===== config.mk =====
export PLATFORM = sky130hd
export DESIGN_NAME = key_event_detector
export DESIGN_NICKNAME = d
export VERILOG_FILES = /design/src/rtl/key_event_detector.sv
export SDC_FILE = /design/constraint.sdc
export NUM_CORES = 1
export LEC_CHECK = 0
export ABC_AREA = 1
export CAP_MARGIN = 10
export CORE_UTILIZATION = 66
export DETAILED_ROUTE_END_ITERATION = 6
export PLACE_DENSITY = 0.82
export SLEW_MARGIN = 25
export SYNTH_ARGS = -nofsm -noshare
export SYNTH_HDL_FRONTEND = slang
export SYNTH_SLANG_ARGS = --single-unit

===== constraint.sdc =====
create_clock -name clock -period 15.2 [get_ports clock]
set_input_delay 3.04 -clock clock [delete_from_list [all_inputs] [get_ports clock]]
set_output_delay 3.04 -clock clock [all_outputs]
set_load 0.05 [all_outputs]

===== src/rtl/key_event_detector.sv =====
// Push-button conditioner: per-key two-flop synchronizer and debounce FSM that turns
// raw active-low keys into a held level plus press, release and long-press pulses.
//
// state        | meaning
// IDLE         | key released, waiting for a low level
// PRESS_WAIT   | low seen, counting stable-low cycles before accepting the press
// PRESSED      | press accepted, counting hold time towards the long-press pulse
// RELEASE_WAIT | high seen while held, counting stable-high cycles before accepting release
module key_event_detector #(
    parameter int WIDTH           = 4,
    parameter int DEBOUNCE_CYCLES = 500000,
    parameter int LONG_CYCLES     = 50000000
) (
    input  logic             clock,
    input  logic             reset,
    input  logic [WIDTH-1:0] key_n,
    output logic [WIDTH-1:0] pressed,
    output logic [WIDTH-1:0] press_pulse,
    output logic [WIDTH-1:0] release_pulse,
    output logic [WIDTH-1:0] long_pulse
);

    localparam int DW = $clog2(DEBOUNCE_CYCLES);
    localparam int HW = $clog2(LONG_CYCLES + 1);
    localparam logic [DW-1:0] DC_LAST = DW'(DEBOUNCE_CYCLES - 1);
    localparam logic [HW-1:0] HC_MAX  = HW'(LONG_CYCLES);
    localparam logic [HW-1:0] HC_PRE  = HW'(LONG_CYCLES - 1);

    typedef enum logic [1:0] {
        IDLE         = 2'd0,
        PRESS_WAIT   = 2'd1,
        PRESSED      = 2'd2,
        RELEASE_WAIT = 2'd3
    } state_t;

    state_t           state [WIDTH];
    logic [DW-1:0]    dc    [WIDTH];
    logic [HW-1:0]    hc    [WIDTH];
    logic [WIDTH-1:0] sync1;
    logic [WIDTH-1:0] s;

    always_ff @(posedge clock or posedge reset) begin
        if (reset) begin
            sync1         <= '1;
            s             <= '1;
            pressed       <= '0;
            press_pulse   <= '0;
            release_pulse <= '0;
            long_pulse    <= '0;
            for (int i = 0; i < WIDTH; i++) begin
                state[i] <= IDLE;
                dc[i]    <= '0;
                hc[i]    <= '0;
            end
        end else begin
            sync1         <= key_n;
            s             <= sync1;
            press_pulse   <= '0;
            release_pulse <= '0;
            long_pulse    <= '0;
            for (int i = 0; i < WIDTH; i++) begin
                case (state[i])
                    IDLE: begin
                        if (!s[i]) begin
                            state[i] <= PRESS_WAIT;
                            dc[i]    <= '0;
                        end
                    end
                    PRESS_WAIT: begin
                        if (s[i]) begin
                            state[i] <= IDLE;
                        end else if (dc[i] == DC_LAST) begin
                            state[i]       <= PRESSED;
                            pressed[i]     <= 1'b1;
                            press_pulse[i] <= 1'b1;
                            hc[i]          <= '0;
                        end else begin
                            dc[i] <= dc[i] + DW'(1);
                        end
                    end
                    PRESSED: begin
                        // hold time freezes while a possible release is being qualified
                        if (s[i]) begin
                            state[i] <= RELEASE_WAIT;
                            dc[i]    <= '0;
                        end else if (hc[i] != HC_MAX) begin
                            hc[i] <= hc[i] + HW'(1);
                            if (hc[i] == HC_PRE) begin
                                long_pulse[i] <= 1'b1;
                            end
                        end
                    end
                    RELEASE_WAIT: begin
                        if (!s[i]) begin
                            state[i] <= PRESSED;
                        end else if (dc[i] == DC_LAST) begin
                            state[i]         <= IDLE;
                            pressed[i]       <= 1'b0;
                            release_pulse[i] <= 1'b1;
                        end else begin
                            dc[i] <= dc[i] + DW'(1);
                        end
                    end
                    default: state[i] <= IDLE;
                endcase
            end
        end
    end

endmodule


* Word-level counts from Yosys, hierarchy flattened *
Index checks and enable logic that the tools add are counted.

storage, ports and cells
  bits in registers = 212
  latch bits = 0
  bits in writable memories = 0
  memory bits (read-only) = 0
  output and inout bits = 16
  word-level logic and storage cells = 249
  memories kept = 0

operators by class
  add/subtract/negate cells = 8
  $mul = 0
  divide/modulo/power cells = 0
  magnitude comparators = 0
  equality and inequality tests = 64
  shift operators = 0
  muxes and demuxes = 128
  bitwise operators = 0
  reduce and logical (&&, ||, !) cells = 28

operators by type and width
  cell                                           count
  2-to-1 mux 26 bit                              16
  2-to-1 mux 19 bit                              20
  case mux 19 bit (4 select lines)               4
  case mux 26 bit (2 select lines)               4
  adder 26 x 1 -> 26 bit, second input constant  4
  == test 26 bit, second input constant          4
  inequality test 26 bit, second input constant  4
  adder 19 x 1 -> 19 bit, second input constant  4
  == test 19 bit, second input constant          4
  inequality test 2 bit, second input constant   32
  2-to-1 mux 1 bit                               52
  2-to-1 mux 2 bit                               24
  AND reduction 5 bit                            8
  case mux 2 bit (4 select lines)                4
  AND reduction 4 bit                            8
  inequality test 3 bit, second input constant   8
  == test 2 bit, second input constant           8
  nonzero test 2 bit                             8
  == test 2 x 1 -> 1 bit, second input constant  4
  zero test 2 bit                                4
  case mux 1 bit (2 select lines)                4

* Depth between registers and ports, before layout *
Gate-level depths: netlist of the first run.

  depth after elaboration = 5
  gate-level depth with buffers = 13
  depth with buffers taken out = 12

* Worst setup path after synthesis of the first run *
No wires, ideal clock.

  kind = register to output
  start point = register pressed[0]
  end point = output pressed[0]
  arrival = 600 ps
  data required time = 12160 ps
  path slack = 11560 ps
  stages on the path, launching flop included = 1
  path buffers = 0
  path through = dfrtp_1

RTL lines
  item                             RTL line  source
  start, declared                  17        output logic [WIDTH-1:0] pressed,
  start signal, assigned           46        pressed <= '0;
  start signal, assigned by index  74        pressed[i] <= 1'b1;
  start signal, assigned by index  98        pressed[i] <= 1'b0;

No word-level cell between the ends.

* Final worst setup path of the first run *
  start point = register pressed[0]
  end point = output pressed[0]

No word-level cell between the ends.

==> metrics, run 1 <==
total power=between 0.001 and 0.0015 W; final net count=2161; Residual DRC=0; largest net degree at the start of global routing=138; Lkg Pwr=6.70 nW; non-filler cells, final=2430; fmax=211 MHz; Starting Density=68.2%; CP delay by family, top=buffers and inverters; met1 usage=42.0%; Cells after DPL=2386; GP Congestion=0.949; Port-buffer cells=21; Primary FF master, synth=dfrtp_1; biggest area consumer among synthesized cells=dfrtp_1; outcome=completed; die width=147 µm; end point of the critical path=pressed[0]; antenna violations before repair=0; Post-DRT Antenna Nets=0; H-tree lvl count=1; synthesized cell area=13900 µm²; total CTS buffers=25; hold crit path type=reg -> reg; Final Hold Viols=0; clock power share=between 40% and 50%; via count=between 10000 and 15000; Synth top area share=36.7%; Vias/cell=5.35; crit path from=pressed[0]; Seq. cell area=5320 µm²; Int Pwr=between 0.0009 and 0.001 W; vias in the first global route=11900; Iter 0 DRT Violations=823; RSZ-0062 raised after global routing=no; CP cell instances=clkdlybuf4s50_1; crit end category=output pin; wire per inst=12.7 µm; root buf cell=clkbuf_16; Slew headroom=32.1%; CP peak stage delay=810 ps; final period utilization=about 31%; Gate power share=between 3 and 4%; overall fraction of global-route tracks in use=roughly 30%; first-pass GRT wire length=54400 µm; post-synthesis to final-layout area growth=7.62%; Detailed Routing Iterations Pass 1=5; sw power=roughly 0.00028 W; gr busiest metal=met2; Pins Over Slew Limit=0; CP bufs+invs=1; IO Pins=22; clk_lat worst skew=530 ps; dpl ws=9850 ps; Fin Clk Skew=22.2 ps; R2R cell count=9; post-cts sizing count=0; Congestion Overflow GR=0; FF-to-FF setup slack=12690 ps; Yosys reg bits=212; worst r2r src=dc[38]; Peak VDD IR=102 µV; HPWL Detailed=21200 µm; Diodes inserted=0; TritonCTS clock tree=built; setup violators final=0; share of layout cells above drive strength 1=between 5 and 6%; ys async rst share=100%; post-synthesis sequential area ratio=approximately two fifths; met3 GRT Util=3.32%; CP arrival=1690 ps; setup ws final=10470 ps; Setup Crit Path Kind=reg -> out; Pwr Density=80.7 nW/µm²; Post-synth EDFFs=0; warnings from Yosys=0; fin util=73.4%; net count after synthesis=2157; Post-CTS Setup Repair Bufs=0; reg2reg end=hc[67]; CTS max path bufs=3; CP max FO=2; clk sinks=212; Rows=52; clock slew at reported path FFs=60 ps; Sequential Power Share=47.9%; Die H=147 µm; Mapped Cells=between 2000 and 2500; slowest stage cell, crit path=clkdlybuf4s50_1; multi-input logic area=~7500 µm²; post-synthesis cell type count=42; required time worst endpoint=12160 ps; crit path time final=~4700 ps; core area=20400 µm²; crit path launch type=flip-flop; Synth area leaders=dfrtp_1, nand2_1, nor2_1; drt total wl=30900 µm; met2 usage=48.8%; Crit. path cell count=1; full die area=21700 µm²; Worst-Margin Slew=1020 ps; Setup TNS=0 ps; Fill cells=between 1500 and 2000; # hold bufs at CTS=0; max-cap violations=0; sw frac=23.0%; syn avg cell area=roughly 6.5 µm²
-- synthesized netlist by cell type, types with 2 or more instances --
master / instances
dfstp_2: 8
nor3_2: 5
clkbuf_2: 2
nor3b_1: 2
a211oi_1: 2
o21bai_1: 3
nor2_4: 7
nand3b_1: 4
nor2_1: 363
nand2_2: 21
buf_2: 14
nor2_2: 8
o21ai_0: 84
o22ai_1: 8
buf_4: 7
or2_2: 4
buf_6: 14
inv_1: 198
dfrtp_1: 204
nor3_1: 35
a21oi_1: 18
nand4_1: 30
inv_2: 15
clkbuf_1: 7
xor2_1: 59
nand2_1: 807
nand3_1: 159
ha_1: 12
o211ai_1: 2
nand3_2: 5
o21ai_1: 13
xnor2_1: 8
nand3_4: 2
-- power by group through the flow --
stage / combinational [W] / sequential [W] / clock [W]
2_1_floorplan: 0.0000352 / 0.000586 / 0
3_3_place_gp: 0.0000392 / 0.000589 / 0
3_5_place_dp: 0.0000403 / 0.000589 / 0
4_1_cts: 0.0000405 / 0.000579 / 0.000600
5_1_grt: 0.0000465 / 0.000580 / 0.000623
6_report: 0.0000396 / 0.000579 / 0.000590
-- registers in the layout (all words and copies together) (netlist names), named ones only --
signal	cells
hc	104
dc	76
long_pulse	4
press_pulse	4
pressed	4
release_pulse	4
s	4
state	4
sync1	4
-- cell families (layout without fill, tap and decap cells) --
kind of cell | after synthesis | after routing | synth area share [%]
simple gates | 1455 | 1455 | 43.4
xor+xnor | 67 | 67 | 4.21
buf+inv | 259 | 280 | 8.08
fa+ha+maj | 12 | 12 | 1.08
flops | 212 | 212 | 38.2
compound gates | 134 | 134 | 5.09
-- final cells by class --
class | count | area share [%]
Clock buffer | 32 | 4.55
Clock inverter | 12 | 0.835
Inverter | 214 | 5.45
Multi-Input combinational cell | 1668 | 50.0
Sequential cell | 212 | 35.5
Tap cell | 270 | 2.25
Timing Repair Buffer | 22 | 1.48
-- layout by cell type, fill, tap and decap left out, types with 3 or more instances in the layout --
cell type,n
nor2_1,363
or2_2,4
nor3_1,35
o21bai_1,3
nand2_2,22
nand3_2,5
a21oi_1,18
clkbuf_1,4
inv_2,15
clkinv_4,3
nor2_2,8
dfrtp_1,204
clkinv_2,7
nor2_4,7
nand4_1,30
clkbuf_16,25
xor2_1,59
nand2_1,806
o21ai_1,13
clkdlybuf4s50_1,21
xnor2_1,8
nor3_2,5
dfstp_2,8
o22ai_1,8
ha_1,12
inv_1,197
nand3b_1,4
nand3_1,159
o21ai_0,84
clkbuf_8,3
-- routing by layer --
metal | up-vias | share of wire (%)
met3 | 47 | 4.8
met4 | 0 | 1.5
met1 | 5965 | 47
met5 | - | 0
li1 | 6682 | -
met2 | 303 | 47
-- worst min-delay path by stage --
stage                         from  cells past startpoint    to
after CTS                 sync1[3]                      0  s[3]
after detailed placement  sync1[3]                      0  s[3]
final                     sync1[3]                      0  s[3]
after floorplan           sync1[0]                      0  s[0]
after global placement    sync1[3]                      0  s[3]
after global routing      sync1[3]                      0  s[3]
-- through the flow --
| stage | cell area [µm²] | hold slack [ps] |
|---|---|---|
| final | 15000 | 355 |
| after global routing | 15000 | 357 |
| after CTS | 15000 | 356 |
| after detailed placement | 14200 | 347 |
| after global placement | 14200 | 346 |
| after floorplan | 13900 | 345 |
(Power assumes the default switching activity.)
==> inputs of run 2 (changes only) <==
--- a/config.mk
+++ b/config.mk
@@ -7,9 +7,9 @@
 export LEC_CHECK = 0
 export ABC_AREA = 1
 export CAP_MARGIN = 10
-export CORE_UTILIZATION = 66
+export CORE_UTILIZATION = 58
 export DETAILED_ROUTE_END_ITERATION = 6
-export PLACE_DENSITY = 0.82
+export PLACE_DENSITY = 0.77
 export SLEW_MARGIN = 25
 export SYNTH_ARGS = -nofsm -noshare
 export SYNTH_HDL_FRONTEND = slang
==> constraint.sdc (replaced) <==
create_clock -name clock -period 4 [get_ports clock]
set_input_delay 0.8 -clock clock [delete_from_list [all_inputs] [get_ports clock]]
set_output_delay 0.8 -clock clock [all_outputs]
set_load 0.05 [all_outputs]
==> run 2 against run 1 <==
  * Wire length down 0.51%
  * Register-to-register slack lost 11000 ps
  * Count of clock-buffer cells in the layout is 3 higher
  * Non-clock buffer count rose by 5
  * Setup slack got worse by 9000 ps
  * Combinational power grew to 4.0 times the previous value
  * Sequential share of layout area is 0.50 points lower
  * Sequential power rose to 3.8 times the previous value
  * Clock skew decreased by 12 ps
  * Clock power grew to 4.2 times the previous value
  * Critical path type unchanged
==> metrics, run 2 (synthesis results as in run 1) <==
full die area=roughly 25000 µm²; FF-to-FF setup slack=1560 ps; top flop regs=hc x104, dc x76; Final Hold Viols=0; total CTS buffers=25; Worst-Margin Slew=between 900 and 1000 ps; CP peak stage delay=about 820 ps; crit path launch type=flip-flop; Vias/cell=just over 5; RSZ-0062 raised after global routing=no; worst r2r src=dc[38]; via count=between 10000 and 15000; fmax=396 MHz; HPWL Detailed=22100 µm; overall fraction of global-route tracks in use=about a quarter; Post-CTS Setup Repair Bufs=0; Largest register FFs=104; most common cell after layout, fill and taps aside=nand2_1; Fin Clk Skew=10.1 ps; Iter 0 DRT Violations=948; CP delay by family, top=buffers and inverters; Crit. path cell count=1; Congestion Overflow GR=0; Post-DRT Antenna Nets=0; Final Hold Slack=approximately 350 ps; max-cap violations=0; slowest stage cell, crit path=clkdlybuf4s50_1; final period utilization=a little over three fifths; R2R cell count=9; wire per inst=12.4 µm; most frequent cells in the layout=nand2_1, nor2_1, dfrtp_1, inv_1, nand3_1; setup violators final=0; CP arrival=~1700 ps; hold path depth=0; first-pass GRT wire length=53700 µm; reg2reg end=hc[65]; share of layout cells above drive strength 1=roughly 5.7%; Diodes inserted=0; crit path time final=around 2500 ps; Starting Density=59.2%; required time worst endpoint=about 3200 ps; Detailed Routing Iterations Pass 1=6; hold crit path type=reg -> reg; crit end category=output pin; Die H=157 µm; clock slew at reported path FFs=approximately 60 ps; vias in the first global route=11900; Biggest register=hc; largest net degree at the start of global routing=slightly below 60; # hold bufs at CTS=0; Port-buffer cells=21; H-tree lvl count=1; post-cts sizing count=0; Residual DRC=0; core area=roughly 24000 µm²; Hold Crit Endpoint=s[0]; CTS max path bufs=3; Setup TNS=0 ps; CP cell instances=clkdlybuf4s50_1; CP max FO=1; CP bufs+invs=1; IO Pins=22; root buf cell=clkbuf_16; drt total wl=between 30000 and 40000 µm; Pins Over Slew Limit=0; die width=around 160 µm; Lkg Pwr=approximately 6.8 nW; outcome=completed; antenna violations before repair=0; Peak VDD IR=354 µV; Rows=56; Slew headroom=34.1%; final net count=2166; post-synthesis to final-layout area growth=9.15%; TritonCTS clock tree=built; Setup Crit Path Kind=reg -> out; Pwr Density=320 nW/µm²; Hold Crit Start=sync1[0]; clk_lat worst skew=520 ps; clk sinks=212; GP Congestion=between 0.9 and 1
[run 2: how the worst max path moves through the flow]
stage,slack [ps],from,to
CTS,1440,long_pulse[1],long_pulse[1]
detailed placement,1590,dc[38],hc[65]
global placement,1720,dc[38],hc[66]
global route,1330,dc[38],hc[65]
floorplan,450,reset,async pin
finish,1480,long_pulse[1],long_pulse[1]
[run 2: layout make-up]
class	count	area, µm²
Fill cell	2182	8340
Multi-Input combinational cell	1668	7490
Sequential cell	212	5320
Inverter	214	808
Clock buffer	35	693
Tap cell	319	399
Timing Repair Buffer	27	280
Clock inverter	11	218
[run 2: metal layers]
| metal | wire [µm] | vias up | GRT usage [%] |
|---|---|---|---|
| met4 | 555 | 0 | 5.46 |
| met2 | 14300 | 240 | 44.6 |
| met1 | 14800 | 5917 | 35.7 |
| met5 | 0 | - | 0 |
| li1 | - | 6684 | - |
| met3 | 1130 | 38 | 2.51 |
[run 2: stage by stage]
stage          area (µm²)  utilization [%]  instances  power [W]  setup WS (ps)
6_report            15200             64.6       2486    0.00486           1480
2_1_floorplan       13900                -       2139    0.00236            450
5_1_grt             15200             64.6       2486    0.00502           1330
3_3_place_gp        14300             60.7       2440    0.00239           1720
3_5_place_dp        14300             60.7       2440    0.00240           1590
4_1_cts             15200             64.6       2486    0.00493           1440
[run 2: where the power goes]
part / internal [W] / leakage [nW] / switching, W
Sequential: 0.00217 / 2.92 / 0.0000308
Combinational: 0.0000394 / 3.40 / 0.000119
Clock: 0.00160 / 0.436 / 0.000904
Total: 0.00381 / 6.75 / 0.00105
==> inputs of run 3 (changes only) <==
--- a/config.mk
+++ b/config.mk
@@ -7,9 +7,9 @@
 export LEC_CHECK = 0
 export ABC_AREA = 1
 export CAP_MARGIN = 10
-export CORE_UTILIZATION = 58
+export CORE_UTILIZATION = 64
 export DETAILED_ROUTE_END_ITERATION = 6
-export PLACE_DENSITY = 0.77
+export PLACE_DENSITY = 0.8
 export SLEW_MARGIN = 25
 export SYNTH_ARGS = -nofsm -noshare
 export SYNTH_HDL_FRONTEND = slang
==> constraint.sdc (replaced) <==
create_clock -name clock -period 2.5 [get_ports clock]
set_input_delay 0.5 -clock clock [delete_from_list [all_inputs] [get_ports clock]]
set_output_delay 0.5 -clock clock [all_outputs]
set_load 0.05 [all_outputs]
==> run 3 against run 2 <==
  * Utilization grew 7.7 points
  * Die area down 9.3%
  * Non-clock buffer count is 14 higher
  * Critical path depth is the same
  * Clock skew is 7.0 ps higher
  * Clock power rose by 63%
  * Final cell count decreased by 1.2%
  * Global-route usage up 4.2 points
  * Combinational power rose by 75%
  * Sequential cell count unchanged
  * Worst hold slack worse by 25 ps
==> metrics, run 3 (synthesis results as in run 1) <==
Final Hold Slack=329 ps; outcome=completed; setup ws final=231 ps; Rows=53; most frequent cells in the layout=nand2_1, nor2_1, dfrtp_1, inv_1, nand3_1; clock slew at reported path FFs=roughly 60 ps; Slew headroom=63.1%; clk_lat worst skew=approximately 530 ps; CP max FO=2; # hold bufs at CTS=0; sw frac=21.9%; drt total wl=32600 µm; setup violators final=0; Iter 0 DRT Violations=800; Post-DRT Antenna Nets=0; total power=0.00786 W; Diodes inserted=0; GP Congestion=~1; sw power=0.00172 W; CP bufs+invs=1; crit path from=pressed[0]; hold crit path type=in -> async; Peak VDD IR=687 µV; max-cap violations=0; die width=150 µm; clock power share=51.8%; antenna violations before repair=0; Congestion Overflow GR=0; Starting Density=65.8%; RSZ-0062 raised after global routing=no; CTS max path bufs=3; total CTS buffers=25; clk sinks=212; Detailed Routing Iterations Pass 1=5; wire per inst=approximately 13 µm; required time worst endpoint=2000 ps; Fill cells=1753; Sequential Power Share=44.7%; Residual DRC=0; post-cts sizing count=0; share of layout cells above drive strength 1=6.46%; TritonCTS clock tree=built; CP cell instances=clkdlybuf4s50_1; first-pass GRT wire length=56200 µm; Biggest register=hc; Die H=roughly 150 µm; Lkg Pwr=6.85 nW; Pwr Density=a little over 500 nW/µm²; overall fraction of global-route tracks in use=30.2%; vias in the first global route=12400; Worst-Margin Slew=about 550 ps; CP delay by family, top=buffers and inverters; HPWL Detailed=22700 µm; Vias/cell=5.40; post-synthesis to final-layout area growth=9.76%; via count=13300; full die area=22400 µm²; Fin Clk Skew=about 17 ps; CP arrival=1770 ps; final net count=2180; largest net degree at the start of global routing=53; crit end category=output pin; H-tree lvl count=1; worst r2r src=dc[0]; Int Pwr=0.00614 W; Largest register FFs=roughly 100; slowest stage cell, crit path=clkdlybuf4s50_1; most common cell after layout, fill and taps aside=nand2_1; fmax=about 440 MHz; top flop regs=hc x104, dc x76; final period utilization=between 90% and 100%; core area=21200 µm²; Gate power share=3.5%; dpl ws=456 ps; Final Hold Viols=0; IO Pins=22; Port-buffer cells=21; Pins Over Slew Limit=0; crit path time final=2270 ps; root buf cell=clkbuf_16; crit path launch type=flip-flop; Setup Crit Path Kind=reg -> out; Post-CTS Setup Repair Bufs=0; CP peak stage delay=830 ps
-- run 3: cell types whose count changed in the layout (fill, tap and decap cells not counted) --
cell	previous run	this run
buf_4	4	16
clkinv_2	2	7
clkbuf_1	7	4
buf_12	2	4
clkbuf_8	3	1
clkinvlp_4	3	1
bufinv_16	6	7
clkinv_4	1	2
-- run 3: worst paths after layout --
check,cells past startpoint,slack [ps],to
min in group clock,0,360,s[3]
setup reg to reg,10,440,hc[2]
hold reg to reg,0,360,s[3]
setup / recovery,1,230,pressed[0]
max in group asynchronous,3,1540,sync1[0]
hold / removal,2,330,dc[28]
-- run 3: routing by layer --
layer	global-route usage, %	up-vias	wire (µm)
met5	0	-	0
met2	51.9	328	15800
met4	7.09	0	648
met1	40.8	6146	14800
met3	3.05	58	1400
li1	-	6724	-
-- run 3: worst reg2reg max path: cells and delay by family, from the launching register on --
kind | cells | cell delay [ps]
adders and majority gates | 1 | 300
and+or+nand+nor | 8 | 1110
DFF | 1 | 420
buffers and inverters | 1 | 120
-- run 3: power by group through the flow --
stage	Clock [W]	Sequential (W)	Combinational, W
CTS	0.00413	0.00351	0.000282
finish	0.00407	0.00351	0.000276
detailed placement	0	0.00357	0.000279
floorplan	0	0.00356	0.000215
global route	0.00428	0.00352	0.000317
global placement	0	0.00357	0.000273
-- run 3: layout make-up --
class / count / area, µm² / share of cell area (%)
multi-input combinational: 1668 / 7490 / 49.0
inverter: 214 / 808 / 5.29
sequential: 212 / 5320 / 34.8
clock inverter: 16 / 267 / 1.74
clock buffer: 30 / 654 / 4.28
timing repair buffer: 41 / 410 / 2.68
tap: 275 / 344 / 2.25
-- run 3: through the flow --
step	TNS, ps	instances	util (%)	area, µm²
2_1_floorplan	-153280	2139	-	13900
3_3_place_gp	0	2410	67.9	14400
3_5_place_dp	0	2410	67.9	14400
4_1_cts	0	2456	72.3	15300
5_1_grt	0	2456	72.3	15300
6_report	0	2456	72.3	15300
